$ cat src/rtl/i2s_apb_regbank.sv
// i2s_apb_regbank: APB3 register bank for the I2S transceiver, with wait states, PSLVERR and per-channel FIFO holding registers
module i2s_apb_regbank #(
    parameter int NUM_CH  = 2,
    parameter int DATA_W  = 32,
    parameter int CTRL_W  = 28,
    parameter int TIMEOUT = 15
) (
    input  logic                     pclk,
    input  logic                     preset,
    input  logic                     psel,
    input  logic                     penable,
    input  logic                     pwrite,
    input  logic [7:0]               paddr,
    input  logic [31:0]              pwdata,
    output logic [31:0]              prdata,
    output logic                     pready,
    output logic                     pslverr,
    input  logic [3:0]               flags,
    output logic [CTRL_W-1:0]        controls,
    input  logic [NUM_CH-1:0]        tx_full,
    output logic [NUM_CH-1:0]        tx_wen,
    output logic [NUM_CH*DATA_W-1:0] tx_data,
    input  logic [NUM_CH-1:0]        rx_empty,
    output logic [NUM_CH-1:0]        rx_ren,
    input  logic [NUM_CH*DATA_W-1:0] rx_rdata,
    output logic                     irq
);
    typedef enum logic [1:0] {IDLE, WAIT, DONE} state_t;
    state_t state, state_n;
    logic [7:0] wcnt;
    logic [5:0] idx;
    logic [NUM_CH-1:0] sel_tx, sel_rx, tx_pend, tx_wt, rx_valid, rx_rd, rx_cap;
    logic [NUM_CH*DATA_W-1:0] rx_buf;
    logic [DATA_W-1:0] rx_sel;
    logic [2*NUM_CH-1:0] irq_en, irq_stat;
    logic [31:0] rdata;
    logic mapped, err, stall, tout, finish, wr, rd, unused;

    assign unused = ^paddr[1:0];
    assign idx = paddr[7:2];

    always_comb begin
        sel_tx = '0;
        sel_rx = '0;
        rx_sel = '0;
        for (int c = 0; c < NUM_CH; c++) begin
            sel_tx[c] = idx[5:1] == 5'(2 + c) && !idx[0];
            sel_rx[c] = idx[5:1] == 5'(2 + c) && idx[0];
            rx_sel |= sel_rx[c] ? rx_buf[c*DATA_W +: DATA_W] : '0;
        end
    end

    // Decode happens on the setup-phase edge so an unstalled access answers in the first access cycle
    assign mapped = idx < 6'd4 || |sel_tx || |sel_rx;
    assign err    = !mapped || (pwrite && (idx == 6'd1 || |sel_rx)) || (!pwrite && |sel_tx);
    assign stall  = !err && (pwrite ? |(sel_tx & tx_pend) : |(sel_rx & ~rx_valid));
    assign tout   = state == WAIT && stall && wcnt == 8'(TIMEOUT);
    assign finish = (state == IDLE && psel && !penable && !stall) || (state == WAIT && psel && (!stall || tout));
    assign wr     = finish && !err && !stall && pwrite;
    assign rd     = finish && !err && !stall && !pwrite;
    assign tx_wt  = wr ? sel_tx : '0;
    assign rx_rd  = rd ? sel_rx : '0;

    always_comb begin
        rdata   = idx == 6'd0 ? 32'(controls) :
                  idx == 6'd1 ? 32'({rx_valid, tx_pend, flags}) :
                  idx == 6'd2 ? 32'(irq_en) :
                  idx == 6'd3 ? 32'(irq_stat) : 32'(rx_sel);
        state_n = state == IDLE ? (psel && !penable ? (stall ? WAIT : DONE) : IDLE) :
                  state == WAIT ? (!psel ? IDLE : finish ? DONE : WAIT) : IDLE;
    end

    always_ff @(posedge pclk or negedge preset)
        if (!preset) begin
            state    <= IDLE;
            wcnt     <= '0;
            pready   <= 1'b0;
            pslverr  <= 1'b0;
            prdata   <= '0;
            controls <= '0;
            irq_en   <= '0;
            irq_stat <= '0;
            tx_pend  <= '0;
            tx_wen   <= '0;
            tx_data  <= '0;
            rx_valid <= '0;
            rx_ren   <= '0;
            rx_cap   <= '0;
            rx_buf   <= '0;
            irq      <= 1'b0;
        end else begin
            state    <= state_n;
            wcnt     <= state_n == WAIT ? (state == WAIT ? wcnt + 8'd1 : 8'd1) : 8'd0;
            pready   <= finish;
            pslverr  <= finish && (err || stall);
            prdata   <= rd ? rdata : '0;
            if (wr && idx == 6'd0) controls <= pwdata[CTRL_W-1:0];
            if (wr && idx == 6'd2) irq_en <= pwdata[2*NUM_CH-1:0];
            irq_stat <= (irq_stat & ~(wr && idx == 6'd3 ? pwdata[2*NUM_CH-1:0] : '0)) | {rx_cap, tx_pend & ~tx_full & ~tx_wt};
            tx_pend  <= tx_wt | (tx_pend & tx_full);
            tx_wen   <= tx_pend & ~tx_full;
            // rx_rdata is valid the cycle after rx_ren, so capture one cycle later via rx_cap
            rx_valid <= (rx_valid & ~rx_rd) | rx_cap;
            rx_ren   <= (~rx_valid | rx_rd) & ~rx_empty & ~rx_ren & ~rx_cap;
            rx_cap   <= rx_ren;
            irq      <= |(irq_stat & irq_en);
            for (int c = 0; c < NUM_CH; c++) begin
                if (tx_wt[c]) tx_data[c*DATA_W +: DATA_W] <= pwdata[DATA_W-1:0];
                if (rx_cap[c]) rx_buf[c*DATA_W +: DATA_W] <= rx_rdata[c*DATA_W +: DATA_W];
            end
        end
endmodule
$ cat config.mk
export PLATFORM = sky130hd
export DESIGN_NAME = i2s_apb_regbank
export DESIGN_NICKNAME = d
export VERILOG_FILES = /design/src/rtl/i2s_apb_regbank.sv
export SDC_FILE = /design/constraint.sdc
export NUM_CORES = 1
export LEC_CHECK = 0
export CORE_UTILIZATION = 30
export DETAILED_ROUTE_END_ITERATION = 6
export SYNTH_ARGS = -nofsm -noshare
export SYNTH_HDL_FRONTEND = slang
export SYNTH_SLANG_ARGS = --single-unit
$ cat constraint.sdc
create_clock -name pclk -period 2.55 [get_ports pclk]
set_clock_uncertainty 0.05 [all_clocks]
set_input_delay 0.255 -clock pclk [delete_from_list [all_inputs] [get_ports pclk]]
set_output_delay 0.255 -clock pclk [all_outputs]
set_load 0.05 [all_outputs]
* Word-level counts from Yosys, hierarchy flattened *
Cells that the tools add are included.

storage, ports and cells
  word-level logic and storage cells = 115
  flip-flop bits (word level) = 219
  input bits = 117

cells by class
  magnitude comparators = 1
  bitwise logic cells = 24
  muxes and demuxes = 19
  eq/ne operators = 8
  add/sub/neg operators = 1
  reductions and logical operators = 44

operators with widths
  kind                                                                   number
  32-bit two-way mux                                                     7
  32-bit OR                                                              1
  1-bit logical AND                                                      23
  2-bit bitwise AND                                                      9
  2-bit two-way mux                                                      8
  8-bit two-way mux                                                      2
  2-bit NOT                                                              7
  6-bit by 2-bit == test with 1-bit output (second input constant)       2
  5-bit by 2-bit == test with 1-bit output (second input constant)       2
  8-bit by 1-bit adder with 8-bit output (second input constant)         1
  4-bit bitwise AND                                                      2
  8-bit by 4-bit == test with 1-bit output (second input constant)       1
  1-bit logical OR                                                       8
  2-bit OR reduction                                                     4
  6-bit by 1-bit == test with 1-bit output (second input constant)       1
  1-bit logical NOT                                                      6
  6-bit logical NOT                                                      1
  6-bit by 3-bit < comparator with 1-bit output (second input constant)  1
  2-bit OR                                                               3
  2-bit by 1-bit == test with 1-bit output (second input constant)       2
  4-bit two-way mux                                                      1
  4-bit NOT                                                              1
  4-bit OR                                                               1
  4-bit OR reduction                                                     1
  2 further kinds                                                        2

* Depth between registers and ports, before layout *
  depth after elaboration = 23
  depth in mapped cells = 8
  gate-level depth less buffers = 5

* Worst setup path before layout *
No wires, ideal clock.

  path type = reg2reg
  start = register state[1]
  end = register controls[10]
  setup time = 125 ps
  buffers on the path = 3
  cell stages (with the launch flop) = 8
  arrival time = 1621 ps
  clock period less this slack = 1796 ps
  slack = 754 ps
  path through = dfrtp_1 nor2b_1 and4_1 buf_6 and2_1 buf_6 buf_6 mux2_2

on the way
  cells in the longest elaborated chain, start to end = 10
  elaborated cells on any way between the ends = 15
  classes of those cells = eq/ne (1); reduce/logical (14)

ends and longest elaborated chain
  item                                      RTL line  RTL
  start, declared                           29        state_t state, state_n;
  start signal, assigned                    92        state <= state_n;
  2-bit by 1-bit == test with 1-bit output  57, 58
  1-bit logical AND (2 in a row)            57        assign tout = state == WAIT && stall && wcnt == 8'(TIMEOUT);
  1-bit logical OR                          58        assign finish = (state == IDLE && psel && !penable && !stall) || (state == WAIT && psel && (!stall || tout));
  1-bit logical AND                         58
  1-bit logical OR (*)                      58
  1-bit logical AND (*) (3 in a row)        59        assign wr = finish && !err && !stall && pwrite;
  1-bit logical AND (*)                     97        if (wr && idx == 6'd0) controls <= pwdata[CTRL_W-1:0];
  end signal, assigned                      97
  end, declared                             19        output logic [CTRL_W-1:0] controls,

Every way passes the cells marked *; elsewhere a longest branch is shown, timed or not.
A chain may end at the register's enable or synchronous reset.

* Worst setup path after layout *
  start = register controls[15]
  end = output controls[15]

No word-level cell between the ends.

==> flow_summary.json <==
{
  "path_max_fanout": 3,
  "p_leak_nw": 5.43,
  "cts.repair.resized": 0,
  "multiInputGateArea_mm2": 0.00306,
  "netlist_area_mm2": 0.00882,
  "syn_to_final_growth_pct": 43.2,
  "synth_nets": 737,
  "reg2reg_depth": 4,
  "syn_inst": 619,
  "crit_family": "buffers and inverters",
  "critPathMaxStageDelay_ns": 0.84,
  "critPathRequiredTime_ns": 2.25,
  "gr-total-overflow": 0,
  "cts_tree": "built",
  "placed_area_mm2": 0.0118,
  "status": "complete, no violations",
  "num-fill-cells": 2646,
  "regToRegStartpoint": "state[1]",
  "fin_crit_ns": 2.09,
  "drc": 0,
  "io_pins": 248,
  "antenna_found_initial": 2,
  "startpoint_type": "flop",
  "p_per_area_mw_per_mm2": 715,
  "h-tree-depth": 1,
  "cpMaxStageDelayCell": "clkdlybuf4s50_1",
  "yosysSeqAreaShare_pct": 62.2,
  "min_path_type": "in -> reg",
  "critPathCaptureType": "output port",
  "min_to": "rx_ren[0]",
  "synth-edff-count": 0,
  "synth-seq-cells": 219,
  "period_share_pct": 82.0,
  "grt_use_total_pct": 16.7,
  "cap_viol_max_count": 0,
  "hold_viol": 0,
  "dr_total_vias": 6138,
  "synth.avg_cell_area_um2": 14.2,
  "critPathBufInv": 1,
  "rr_endpoint": "prdata[3]",
  "worst_slew_pin_slew_ns": 0.580,
  "place_hpwl_mm": 16.9,
  "reg2reg_slack_ns": 0.60,
  "regArea_mm2": 0.00548,
  "routabilityCongestion": 0.821,
  "via_per_inst": 4.78,
  "post_drt_wl_per_cell_um": 19.3,
  "core-area_mm2": 0.0288,
  "slew_viol_final": 0,
  "row_count": 62,
  "rsz0062_at_grt": "false",
  "holdCritStartpoint": "rx_empty[0]",
  "clock.fmax_ghz": 0.478,
  "setup_violations": 0,
  "cts_sinks": 219,
  "grt_pass1_vias": 6539,
  "ys.flop_type": "dfrtp_1",
  "worstPathArrival_ns": 1.79,
  "drt_iter0_drc": 373,
  "hold_depth": 2,
  "grt_max_degree": 68,
  "grt_pass1_wl_mm": 39.0,
  "route.antenna.remaining_nets": 0,
  "worstPathCellList": "clkdlybuf4s50_1",
  "worst-setup-path-type": "reg -> out",
  "die-area_mm2": 0.0301,
  "chipWidth_um": 173,
  "vdd_drop_max_mv": 0.509,
  "slew_headroom_pct": 61.2,
  "cts_root_buf": "clkbuf_16",
  "numPortBuffers": 245,
  "async_reset_ff_share_pct": 100,
  "clk_latency_ns": 0.53,
  "layout_common_cells": "244 x clkdlybuf4s50_1, 217 x dfrtp_1, 159 x mux2_2",
  "final_nets": 1000,
  "drive_gt1_share_pct": 26.3,
  "die_y_um": 173,
  "start_util_pct": 30.6,
  "final_cell_area_mm2": 0.0126,
  "clockBufferDepth": 3,
  "synth.distinct_cells": 47,
  "first_pass_iters": 5,
  "final.setup.tns_ns": 0,
  "wl_mm": 24.7,
  "final_common_cell": "clkdlybuf4s50_1",
  "ys_warn_count": 0,
  "clk_pin_slew_ns": 0.06,
  "hold_ws_ns": 0.228,
  "numCtsBuffers": 26
}
==> cell families after synthesis <==
group | Yosys count | share of synthesized area (%)
fa+ha+maj | 1 | 0.142
compound gates | 81 | 6.24
mux | 169 | 21.5
simple gates | 100 | 6.27
buf+inv | 43 | 3.09
flops | 219 | 62.2
xor+xnor | 6 | 0.596
==> stage by stage <==
| step | std cells | worst slack, ns | total power, W | util, % |
|---|---|---|---|---|
| final | 1285 | 0.458 | 0.00903 | 43.9 |
| after global routing | 1284 | 0.386 | 0.00944 | 43.9 |
| after CTS | 1283 | 0.401 | 0.00918 | 43.9 |
| after detailed placement | 1237 | 0.106 | 0.00560 | 41.0 |
| after global placement | 1237 | 0.137 | 0.00555 | 41.0 |
| after floorplan | 619 | 0.754 | 0.00502 | - |
==> per-layer routing <==
| layer | up-vias | GRT usage, % | routed length (µm) |
|---|---|---|---|
| met4 | 0 | 3.80 | 442 |
| met3 | 27 | 6.03 | 2320 |
| li1 | 2767 | - | - |
| met5 | - | 0 | 0 |
| met2 | 225 | 27.0 | 11600 |
| met1 | 3119 | 21.2 | 10300 |
==> worst reg2reg max path, stage by stage, from the launching register on <==
cell	delay, ns
dfrtp_1	0.39
nor2b_1	0.22
nand4b_1	0.24
or2_2	0.48
a2111oi_0	0.41
==> registers in the layout, summed over array words and instances, names as in the netlist <==
register and flops:
state 2, tx_wen 2, tx_data 64, controls 28, rx_cap 2, pready 1
irq_stat 4, wcnt 8, irq_en 4, pslverr 1, rx_valid 2, tx_pend 2
rx_ren 2, irq 1, prdata 32, rx_buf 64
==> where the power goes <==
part	internal, W	switching [W]
registers	0.00400	0.000275
clock network	0.00205	0.00146
logic	0.000703	0.000543
total	0.00675	0.00228
==> layout make-up <==
| cell class | instances | share of cell area (%) |
|---|---|---|
| inverter | 7 | 0.208 |
| clock buffer | 38 | 5.99 |
| timing repair buffer | 271 | 21.8 |
| sequential | 219 | 43.4 |
| antenna | 2 | 0.0396 |
| multi-input combinational | 357 | 24.3 |
| clock inverter | 7 | 0.446 |
| tap | 384 | 3.81 |
==> worst max-delay path by stage <==
stage	start	to	cells past startpoint	slack, ns
floorplan	state[1]	controls[10]	7	0.75
global placement	paddr[7]	prdata[3]	5	0.14
detailed placement	paddr[7]	prdata[3]	5	0.11
CTS	controls[15]	controls[15]	1	0.40
global route	controls[15]	controls[15]	1	0.39
finish	controls[15]	controls[15]	1	0.46
==> synth_stat cells (2+ instances only) <==
| cell | number | area share, % |
|---|---|---|
| a222oi_1 | 3 | 0.34 |
| a21oi_1 | 26 | 1.5 |
| inv_1 | 7 | 0.30 |
| buf_1 | 4 | 0.17 |
| and2_1 | 2 | 0.14 |
| mux2i_1 | 7 | 0.79 |
| a22oi_1 | 23 | 2.0 |
| mux2_1 | 3 | 0.38 |
| nor4b_1 | 2 | 0.20 |
| nor2_1 | 10 | 0.43 |
| xnor2_1 | 4 | 0.40 |
| nor3_4 | 3 | 0.55 |
| o221ai_1 | 4 | 0.40 |
| nand2b_1 | 5 | 0.35 |
| buf_2 | 8 | 0.45 |
| mux2_2 | 159 | 20 |
| buf_6 | 12 | 1.5 |
| nand3_4 | 2 | 0.40 |
| nor3_1 | 13 | 0.74 |
| o21a_1 | 3 | 0.26 |
| buf_4 | 3 | 0.26 |
| clkbuf_1 | 9 | 0.38 |
| nand4_1 | 5 | 0.35 |
| o21ba_2 | 2 | 0.23 |
| nand2_1 | 38 | 1.6 |
| o21ai_0 | 4 | 0.23 |
| a21o_1 | 4 | 0.34 |
| nor2b_1 | 5 | 0.35 |
| o22ai_1 | 5 | 0.35 |
| xor2_1 | 2 | 0.20 |
| o41ai_1 | 2 | 0.20 |
| dfrtp_1 | 219 | 62 |
| and3_1 | 2 | 0.14 |
| nand3_1 | 6 | 0.34 |
==> timing repair <==
| action | 4_1_cts | 5_1_grt |
|---|---|---|
| hold buffers | 1 | 0 |
| endpoints found under the hold margin | 64 | 0 |
| buffers inserted | 0 | 0 |
Power figures use the tool's default switching activity.
